## config.mk

```make
export PLATFORM = sky130hd
export DESIGN_NAME = stopwatch_display_driver
export DESIGN_NICKNAME = d
export VERILOG_FILES = /design/src/rtl/stopwatch_pkg.sv /design/src/rtl/stopwatch_display_driver_bcd_to_seg7.sv /design/src/rtl/stopwatch_display_driver.sv
export SDC_FILE = /design/constraint.sdc
export NUM_CORES = 1
export LEC_CHECK = 0
export CAP_MARGIN = 30
export CORE_ASPECT_RATIO = 1.2
export CORE_UTILIZATION = 36
export CTS_BUF_LIST = sky130_fd_sc_hd__clkbuf_4
export DETAILED_ROUTE_END_ITERATION = 8
export GPL_TIMING_DRIVEN = 0
export SETUP_SLACK_MARGIN = 0.02
export SLEW_MARGIN = 0
export SYNTH_ARGS = -nofsm -noshare
export SYNTH_HDL_FRONTEND = slang
export SYNTH_SLANG_ARGS = --single-unit
```

## constraint.sdc

```tcl
create_clock -name clk_c -period 3.6 [get_ports clk_c]
set_input_delay 0.9 -clock clk_c [delete_from_list [all_inputs] [get_ports clk_c]]
set_output_delay 0.9 -clock clk_c [all_outputs]
set_load 0.02 [all_outputs]
```

## src/rtl/stopwatch_pkg.sv

```systemverilog
// -----------------------------------------------------------------------------
// stopwatch_pkg
// Constants shared by the stopwatch counter and its display driver:
//   - adjust-digit select encodings (SEL input)
//   - display slot indices (slot n drives an[n])
//   - active-low seven-segment patterns, ordered {g,f,e,d,c,b,a}
//   - the blink phase type used in adjust mode
// -----------------------------------------------------------------------------
package stopwatch_pkg;

  localparam int NUM_DIGITS = 4;

  // Adjust-digit select encodings.
  localparam logic [1:0] SEL_SEC_ONES = 2'b00;
  localparam logic [1:0] SEL_SEC_TENS = 2'b01;
  localparam logic [1:0] SEL_MIN_ONES = 2'b10;
  localparam logic [1:0] SEL_MIN_TENS = 2'b11;

  // Display slots use the same numbering as SEL, so blanking compares them directly.
  localparam logic [1:0] SLOT_SEC_ONES = SEL_SEC_ONES;
  localparam logic [1:0] SLOT_SEC_TENS = SEL_SEC_TENS;
  localparam logic [1:0] SLOT_MIN_ONES = SEL_MIN_ONES;
  localparam logic [1:0] SLOT_MIN_TENS = SEL_MIN_TENS;

  // Active-low segment patterns {g,f,e,d,c,b,a}.
  localparam logic [6:0] SEG_BLANK = 7'b1111111;
  localparam logic [6:0] SEG_DASH  = 7'b0111111;
  localparam logic [6:0] SEG_0     = 7'b1000000;
  localparam logic [6:0] SEG_1     = 7'b1111001;
  localparam logic [6:0] SEG_2     = 7'b0100100;
  localparam logic [6:0] SEG_3     = 7'b0110000;
  localparam logic [6:0] SEG_4     = 7'b0011001;
  localparam logic [6:0] SEG_5     = 7'b0010010;
  localparam logic [6:0] SEG_6     = 7'b0000010;
  localparam logic [6:0] SEG_7     = 7'b1111000;
  localparam logic [6:0] SEG_8     = 7'b0000000;
  localparam logic [6:0] SEG_9     = 7'b0010000;

  // All anodes disabled (active-low).
  localparam logic [3:0] AN_OFF = 4'b1111;

  typedef enum logic {
    PHASE_VISIBLE = 1'b0,
    PHASE_HIDDEN  = 1'b1
  } blink_phase_e;

endpackage

```

## src/rtl/stopwatch_display_driver_bcd_to_seg7.sv

```systemverilog
// -----------------------------------------------------------------------------
// bcd_to_seg7
// Purely combinational BCD to active-low seven-segment decoder.
// Non-decimal codes (10..15) render as a dash so a corrupt counter value is
// visible on the display rather than silently showing a plausible digit.
// Ports:
//   bcd_i  in  4  BCD digit
//   seg_o  out 7  segments {g,f,e,d,c,b,a}, active-low
// -----------------------------------------------------------------------------
module bcd_to_seg7
  import stopwatch_pkg::*;
(
  input  logic [3:0] bcd_i,
  output logic [6:0] seg_o
);

  always_comb begin
    case (bcd_i)
      4'd0:    seg_o = SEG_0;
      4'd1:    seg_o = SEG_1;
      4'd2:    seg_o = SEG_2;
      4'd3:    seg_o = SEG_3;
      4'd4:    seg_o = SEG_4;
      4'd5:    seg_o = SEG_5;
      4'd6:    seg_o = SEG_6;
      4'd7:    seg_o = SEG_7;
      4'd8:    seg_o = SEG_8;
      4'd9:    seg_o = SEG_9;
      default: seg_o = SEG_DASH;
    endcase
  end

endmodule

```

## src/rtl/stopwatch_display_driver.sv

```systemverilog
// -----------------------------------------------------------------------------
// stopwatch_display_driver
// Drives a 4-digit common-anode multiplexed seven-segment display from the
// stopwatch counter's BCD digits. Digits are snapshotted once per scan frame so
// a frame never mixes old and new values. In adjust mode the selected digit
// blinks (segments off, anode still enabled) with a BLINK_DIV half-period.
// Parameters:
//   REFRESH_DIV  clk_c cycles per digit slot (>= 2)
//   BLINK_DIV    clk_c cycles per blink half-period (>= 1)
// Ports:
//   clk_c     in   1  system clock
//   reset_c   in   1  asynchronous active-high reset
//   min_tens  in   4  BCD minutes tens
//   min_ones  in   4  BCD minutes ones
//   sec_tens  in   4  BCD seconds tens
//   sec_ones  in   4  BCD seconds ones
//   ADJ       in   1  adjust-mode switch (asynchronous)
//   SEL       in   2  adjust digit select (asynchronous)
//   seg       out  7  segments {g,f,e,d,c,b,a}, active-low, registered
//   dp        out  1  decimal point, active-low, registered
//   an        out  4  anode enables, active-low one-hot, registered
// -----------------------------------------------------------------------------
module stopwatch_display_driver
  import stopwatch_pkg::*;
#(
  parameter int REFRESH_DIV = 100000,
  parameter int BLINK_DIV   = 25000000
) (
  input  logic       clk_c,
  input  logic       reset_c,
  input  logic [3:0] min_tens,
  input  logic [3:0] min_ones,
  input  logic [3:0] sec_tens,
  input  logic [3:0] sec_ones,
  input  logic       ADJ,
  input  logic [1:0] SEL,
  output logic [6:0] seg,
  output logic       dp,
  output logic [3:0] an
);

  localparam int RW = (REFRESH_DIV > 1) ? $clog2(REFRESH_DIV) : 1;
  localparam int BW = (BLINK_DIV > 1) ? $clog2(BLINK_DIV) : 1;
  localparam logic [RW-1:0] REFRESH_LAST = RW'(REFRESH_DIV - 1);
  localparam logic [BW-1:0] BLINK_LAST   = BW'(BLINK_DIV - 1);

  // Two-flop synchronizers for the switch inputs.
  logic       adj_meta_q, adj_sync_q;
  logic [1:0] sel_meta_q, sel_sync_q;

  logic [RW-1:0] refresh_cnt_q, refresh_cnt_d;
  logic [1:0]    slot_q, slot_d;
  logic [BW-1:0] blink_cnt_q, blink_cnt_d;
  blink_phase_e  phase_q, phase_d;

  // snap_q[n] holds the digit shown in slot n.
  logic [3:0] snap_q [NUM_DIGITS];

  logic [3:0] an_q, an_d;
  logic [6:0] seg_q, seg_d;
  logic       dp_q, dp_d;

  logic       frame_start;
  logic       blanked;
  logic [3:0] slot_digit;
  logic [6:0] digit_seg;

  assign frame_start = (refresh_cnt_q == '0) && (slot_q == SLOT_SEC_ONES);
  assign slot_digit  = snap_q[slot_q];

  bcd_to_seg7 u_bcd_to_seg7 (
    .bcd_i (slot_digit),
    .seg_o (digit_seg)
  );

  // Scan timing and blink phase.
  // NOTE: every combinational output gets a default first, so no path leaves
  // a signal unassigned and no latch is inferred.
  always_comb begin
    refresh_cnt_d = refresh_cnt_q + 1'b1;
    slot_d        = slot_q;
    if (refresh_cnt_q == REFRESH_LAST) begin
      refresh_cnt_d = '0;
      slot_d        = slot_q + 2'd1;
    end

    // Leaving adjust mode parks the blink at the start of a visible half, so
    // the next entry always begins with a full visible half-period.
    blink_cnt_d = '0;
    phase_d     = PHASE_VISIBLE;
    if (adj_sync_q) begin
      phase_d = phase_q;
      if (blink_cnt_q == BLINK_LAST) begin
        phase_d = (phase_q == PHASE_VISIBLE) ? PHASE_HIDDEN : PHASE_VISIBLE;
      end else begin
        blink_cnt_d = blink_cnt_q + 1'b1;
      end
    end
  end

  // Output pattern for the current slot position.
  always_comb begin
    blanked = adj_sync_q && (phase_q == PHASE_HIDDEN) && (sel_sync_q == slot_q);
    an_d    = AN_OFF;
    seg_d   = SEG_BLANK;
    dp_d    = 1'b1;
    // The first cycle of every slot is dark so the previous digit's segments
    // never ghost onto the next anode while both are switching.
    if (refresh_cnt_q != '0) begin
      an_d = ~(4'b0001 << slot_q);
      if (!blanked) begin
        seg_d = digit_seg;
        dp_d  = (slot_q != SLOT_MIN_ONES);
      end
    end
  end

  // NOTE: sequential state is updated with non-blocking assignments so every
  // register samples the values from before the clock edge.
  always_ff @(posedge clk_c or posedge reset_c) begin
    if (reset_c) begin
      adj_meta_q    <= 1'b0;
      adj_sync_q    <= 1'b0;
      sel_meta_q    <= 2'b00;
      sel_sync_q    <= 2'b00;
      refresh_cnt_q <= '0;
      slot_q        <= 2'd0;
      blink_cnt_q   <= '0;
      phase_q       <= PHASE_VISIBLE;
      // NOTE: the snapshot array is only four nibbles of flops, and resetting
      // it keeps the display deterministic before the first snapshot.
      for (int i = 0; i < NUM_DIGITS; i++) begin
        snap_q[i] <= 4'd0;
      end
      an_q          <= AN_OFF;
      seg_q         <= SEG_BLANK;
      dp_q          <= 1'b1;
    end else begin
      adj_meta_q    <= ADJ;
      adj_sync_q    <= adj_meta_q;
      sel_meta_q    <= SEL;
      sel_sync_q    <= sel_meta_q;
      refresh_cnt_q <= refresh_cnt_d;
      slot_q        <= slot_d;
      blink_cnt_q   <= blink_cnt_d;
      phase_q       <= phase_d;
      if (frame_start) begin
        snap_q[SLOT_SEC_ONES] <= sec_ones;
        snap_q[SLOT_SEC_TENS] <= sec_tens;
        snap_q[SLOT_MIN_ONES] <= min_ones;
        snap_q[SLOT_MIN_TENS] <= min_tens;
      end
      an_q          <= an_d;
      seg_q         <= seg_d;
      dp_q          <= dp_d;
    end
  end

  assign an  = an_q;
  assign seg = seg_q;
  assign dp  = dp_q;

endmodule

```

==> impl_metrics.json <==
{
  "slew_headroom": 0.5981,
  "area_growth_pct": 16.97,
  "period_share": 0.6919,
  "setup_ws_ns": 1.109,
  "arrival_ns": 1.59,
  "cp_num_cells": 1,
  "leakagePower_uw": 0.001764,
  "cp_top_family": "buffers and inverters",
  "die-area_mm2": 0.01088,
  "die_h_um": 114.1,
  "hp-class": "flip-flop to flip-flop",
  "r2r_start": "blink_cnt_q[9]",
  "p_per_area_mw_per_mm2": 352.3,
  "worstSetupStartpoint": "seg[5]",
  "clkTransAtPathRegs_ns": 0.14,
  "port_buffers": 32,
  "worst_pin_slew_ns": 0.5993,
  "crit_path_max_incr_delay_ns": 0.61,
  "syn-num-nets": 367,
  "critPathMaxFanout": 1,
  "synth_top_area_cell": "dfrtp_1",
  "core_area_mm2": 0.01011,
  "cts_tree": "done",
  "endpoint_kind": "primary output",
  "grt-ovfl-total": 0,
  "grt_pass1_vias": 2479,
  "viasPerCell": 5.126,
  "r2r_setup_slack_ns": 1.30,
  "max_freq_mhz": 401.5,
  "setup_viol": 0,
  "num_rows": 40,
  "cp_slowest_cell": "clkdlybuf4s50_1",
  "vias": 2604,
  "start_util": 0.3726,
  "drtAntennaViolNets": 0,
  "die_x_um": 95.39,
  "power_uw": 1553,
  "yosys.cell_types.count": 45,
  "drv_slew": 0,
  "place_area_mm2": 0.004275,
  "startpoint_type": "flip-flop",
  "final_cell_area_mm2": 0.004407,
  "grt_max_degree": 56,
  "syn_avg_cell_area_um2": 11.31,
  "drc": 0,
  "fin_nets": 411,
  "dr.pass1.iters": 4,
  "dp_hpwl_mm": 4.994,
  "netlist_area_mm2": 0.003767,
  "worstSetupEndpoint": "seg[5]",
  "critPathKind": "flip-flop to primary output",
  "cp.required_ns": 2.70,
  "cp_num_buf_inv": 1,
  "grt_pass1_wl_mm": 12.00,
  "yosysWarnings": 0,
  "cts_root_buf": "clkbuf_4",
  "syn_inst": 333,
  "place_congestion": 0.7805,
  "yosys-top-cells-area": "dfrtp_1 (45%), dfstp_2 (8.4%), mux2_2 (5.4%)",
  "synth_seq_cells": 79,
  "drt-wirelength-per-cell_um": 13.75,
  "place_ws_ns": 1.270,
  "h-tree-depth": 3,
  "status": "complete, no violations",
  "setup_tns_ns": 0,
  "clock_sinks": 79,
  "drtIter0Drc": 83,
  "fin_hold_ws_ns": 0.3630,
  "antenna_cells": 0,
  "clk_latency_ns": 0.43,
  "io-pin-count": 33,
  "ctsResizeCount": 0,
  "synth_top_area_frac": 0.4450,
  "drive_above_1_share": 0.1780,
  "post-cts-setup-buffers": 0,
  "rr_endpoint": "blink_cnt_q[8]",
  "cts_buffers": 9,
  "cts_buffer_depth": 2,
  "vdd_ir_drop_max_v": 0.0001540,
  "cap_viol_max_count": 0,
  "path_cells": "clkdlybuf4s50_1",
  "rsz0062_at_grt": "no",
  "fin_skew_ns": 0.03174,
  "hold_buffers": 0,
  "hold_viol_final": 0,
  "wl_mm": 6.987,
  "grt_antenna_before_repair": 0,
  "worstRegToRegCells": 5,
  "track_usage": 0.1438,
  "fin_crit_ns": 2.491,
  "ys_seq_area_frac": 0.5287
}
-- cells in the mapped netlist --
cell type,n
o31ai_1,8
nand4_1,10
and3_1,2
xor2_1,8
o21a_1,1
nand2b_1,1
nor4b_1,2
or4_1,7
buf_4,1
nor3b_1,2
and3_2,2
nor2_1,26
clkbuf_8,2
dfrtp_1,67
nand2_1,25
a21o_1,1
buf_2,3
a211oi_1,2
inv_1,13
ha_1,13
o31ai_2,1
a21boi_0,1
nor3_1,5
a21oi_2,1
or2_2,1
dfstp_2,12
mux4_2,4
nor2b_1,2
or4_2,1
xnor2_1,18
nor4_4,1
nor4_1,3
mux2_2,18
a21oi_1,16
or4_4,2
or3_1,9
nand3_1,14
and2_1,1
nand3_4,1
and4_1,5
clkbuf_1,4
o21ai_0,14
buf_6,1
nand4b_1,1
nand3b_1,1
-- cells in the final DEF (no fill, tap or decap), drive strengths merged, types with 6 or more instances in the layout --
cell and n:
a21oi 17, buf 6, clkbuf 15, clkdlybuf4s50 32
dfrtp 67, dfstp 12, ha 13, inv 13
mux2 18, nand2 25, nand3 15, nand4 10
nor2 26, o21ai 14, o31ai 9, or3 9
or4 10, xnor2 18, xor2 8
-- through the flow --
stage	utilization	instances
6_report	0.4359	508
5_1_grt	0.4359	508
4_1_cts	0.4359	508
3_5_place_dp	0.4229	492
3_3_place_gp	0.4199	491
2_1_floorplan	-	333
-- cell type report --
type | count | area [um2]
clock buffers | 9 | 67.56
repair buffers | 33 | 347.8
inverters | 13 | 51.30
plain buffers | 11 | 76.32
clock inverters | 7 | 63.81
flip-flops and latches | 79 | 1992
multi-input cells | 230 | 1650
well taps | 126 | 157.7
fillers | 984 | 5703
-- worst min-delay path by stage --
stage | slack (ns) | end | cells after the start | start
after global routing | 0.38 | adj_sync_q | 0 | adj_meta_q
after floorplan | 0.33 | adj_sync_q | 0 | adj_meta_q
final | 0.36 | sel_sync_q[0] | 0 | sel_meta_q[0]
after CTS | 0.36 | sel_sync_q[0] | 0 | sel_meta_q[0]
after detailed placement | 0.33 | sel_sync_q[0] | 0 | sel_meta_q[0]
after global placement | 0.33 | sel_sync_q[0] | 0 | sel_meta_q[0]
-- report_power, final --
| part | internal, uW | switching, uW |
|---|---|---|
| clock | 206 | 311 |
| sequential | 914 | 10.9 |
| combinational | 55.8 | 55.1 |
| total | 1180 | 377 |
-- registers in the layout (all words and copies together), names as in the netlist, 2 cells and up --
register and flops:
an 4, blink_cnt_q 25, refresh_cnt_q 17, seg 7
sel_meta_q 2, sel_sync_q 2, slot_q 2, snap_q 16
-- kinds of logic (layout without fill, tap and decap cells) --
group           after synthesis  after routing  share of synthesized area
flops                        79             79                     0.5287
xor+xnor                     26             26                    0.06045
mux                          22             22                    0.07771
fa+ha+maj                    13             13                    0.04318
simple gates                124            124                     0.1853
buf+inv                      24             73                    0.03321
compound gates               45             45                    0.07141
-- layer usage --
metal,GRT usage,up-vias,share of wire
met4,0.06866,0,0.022
met5,0,-,0
met1,0.1923,1278,0.47
met2,0.2233,38,0.48
li1,-,1274,-
met3,0.02789,14,0.025
(Power assumes the default switching activity.)
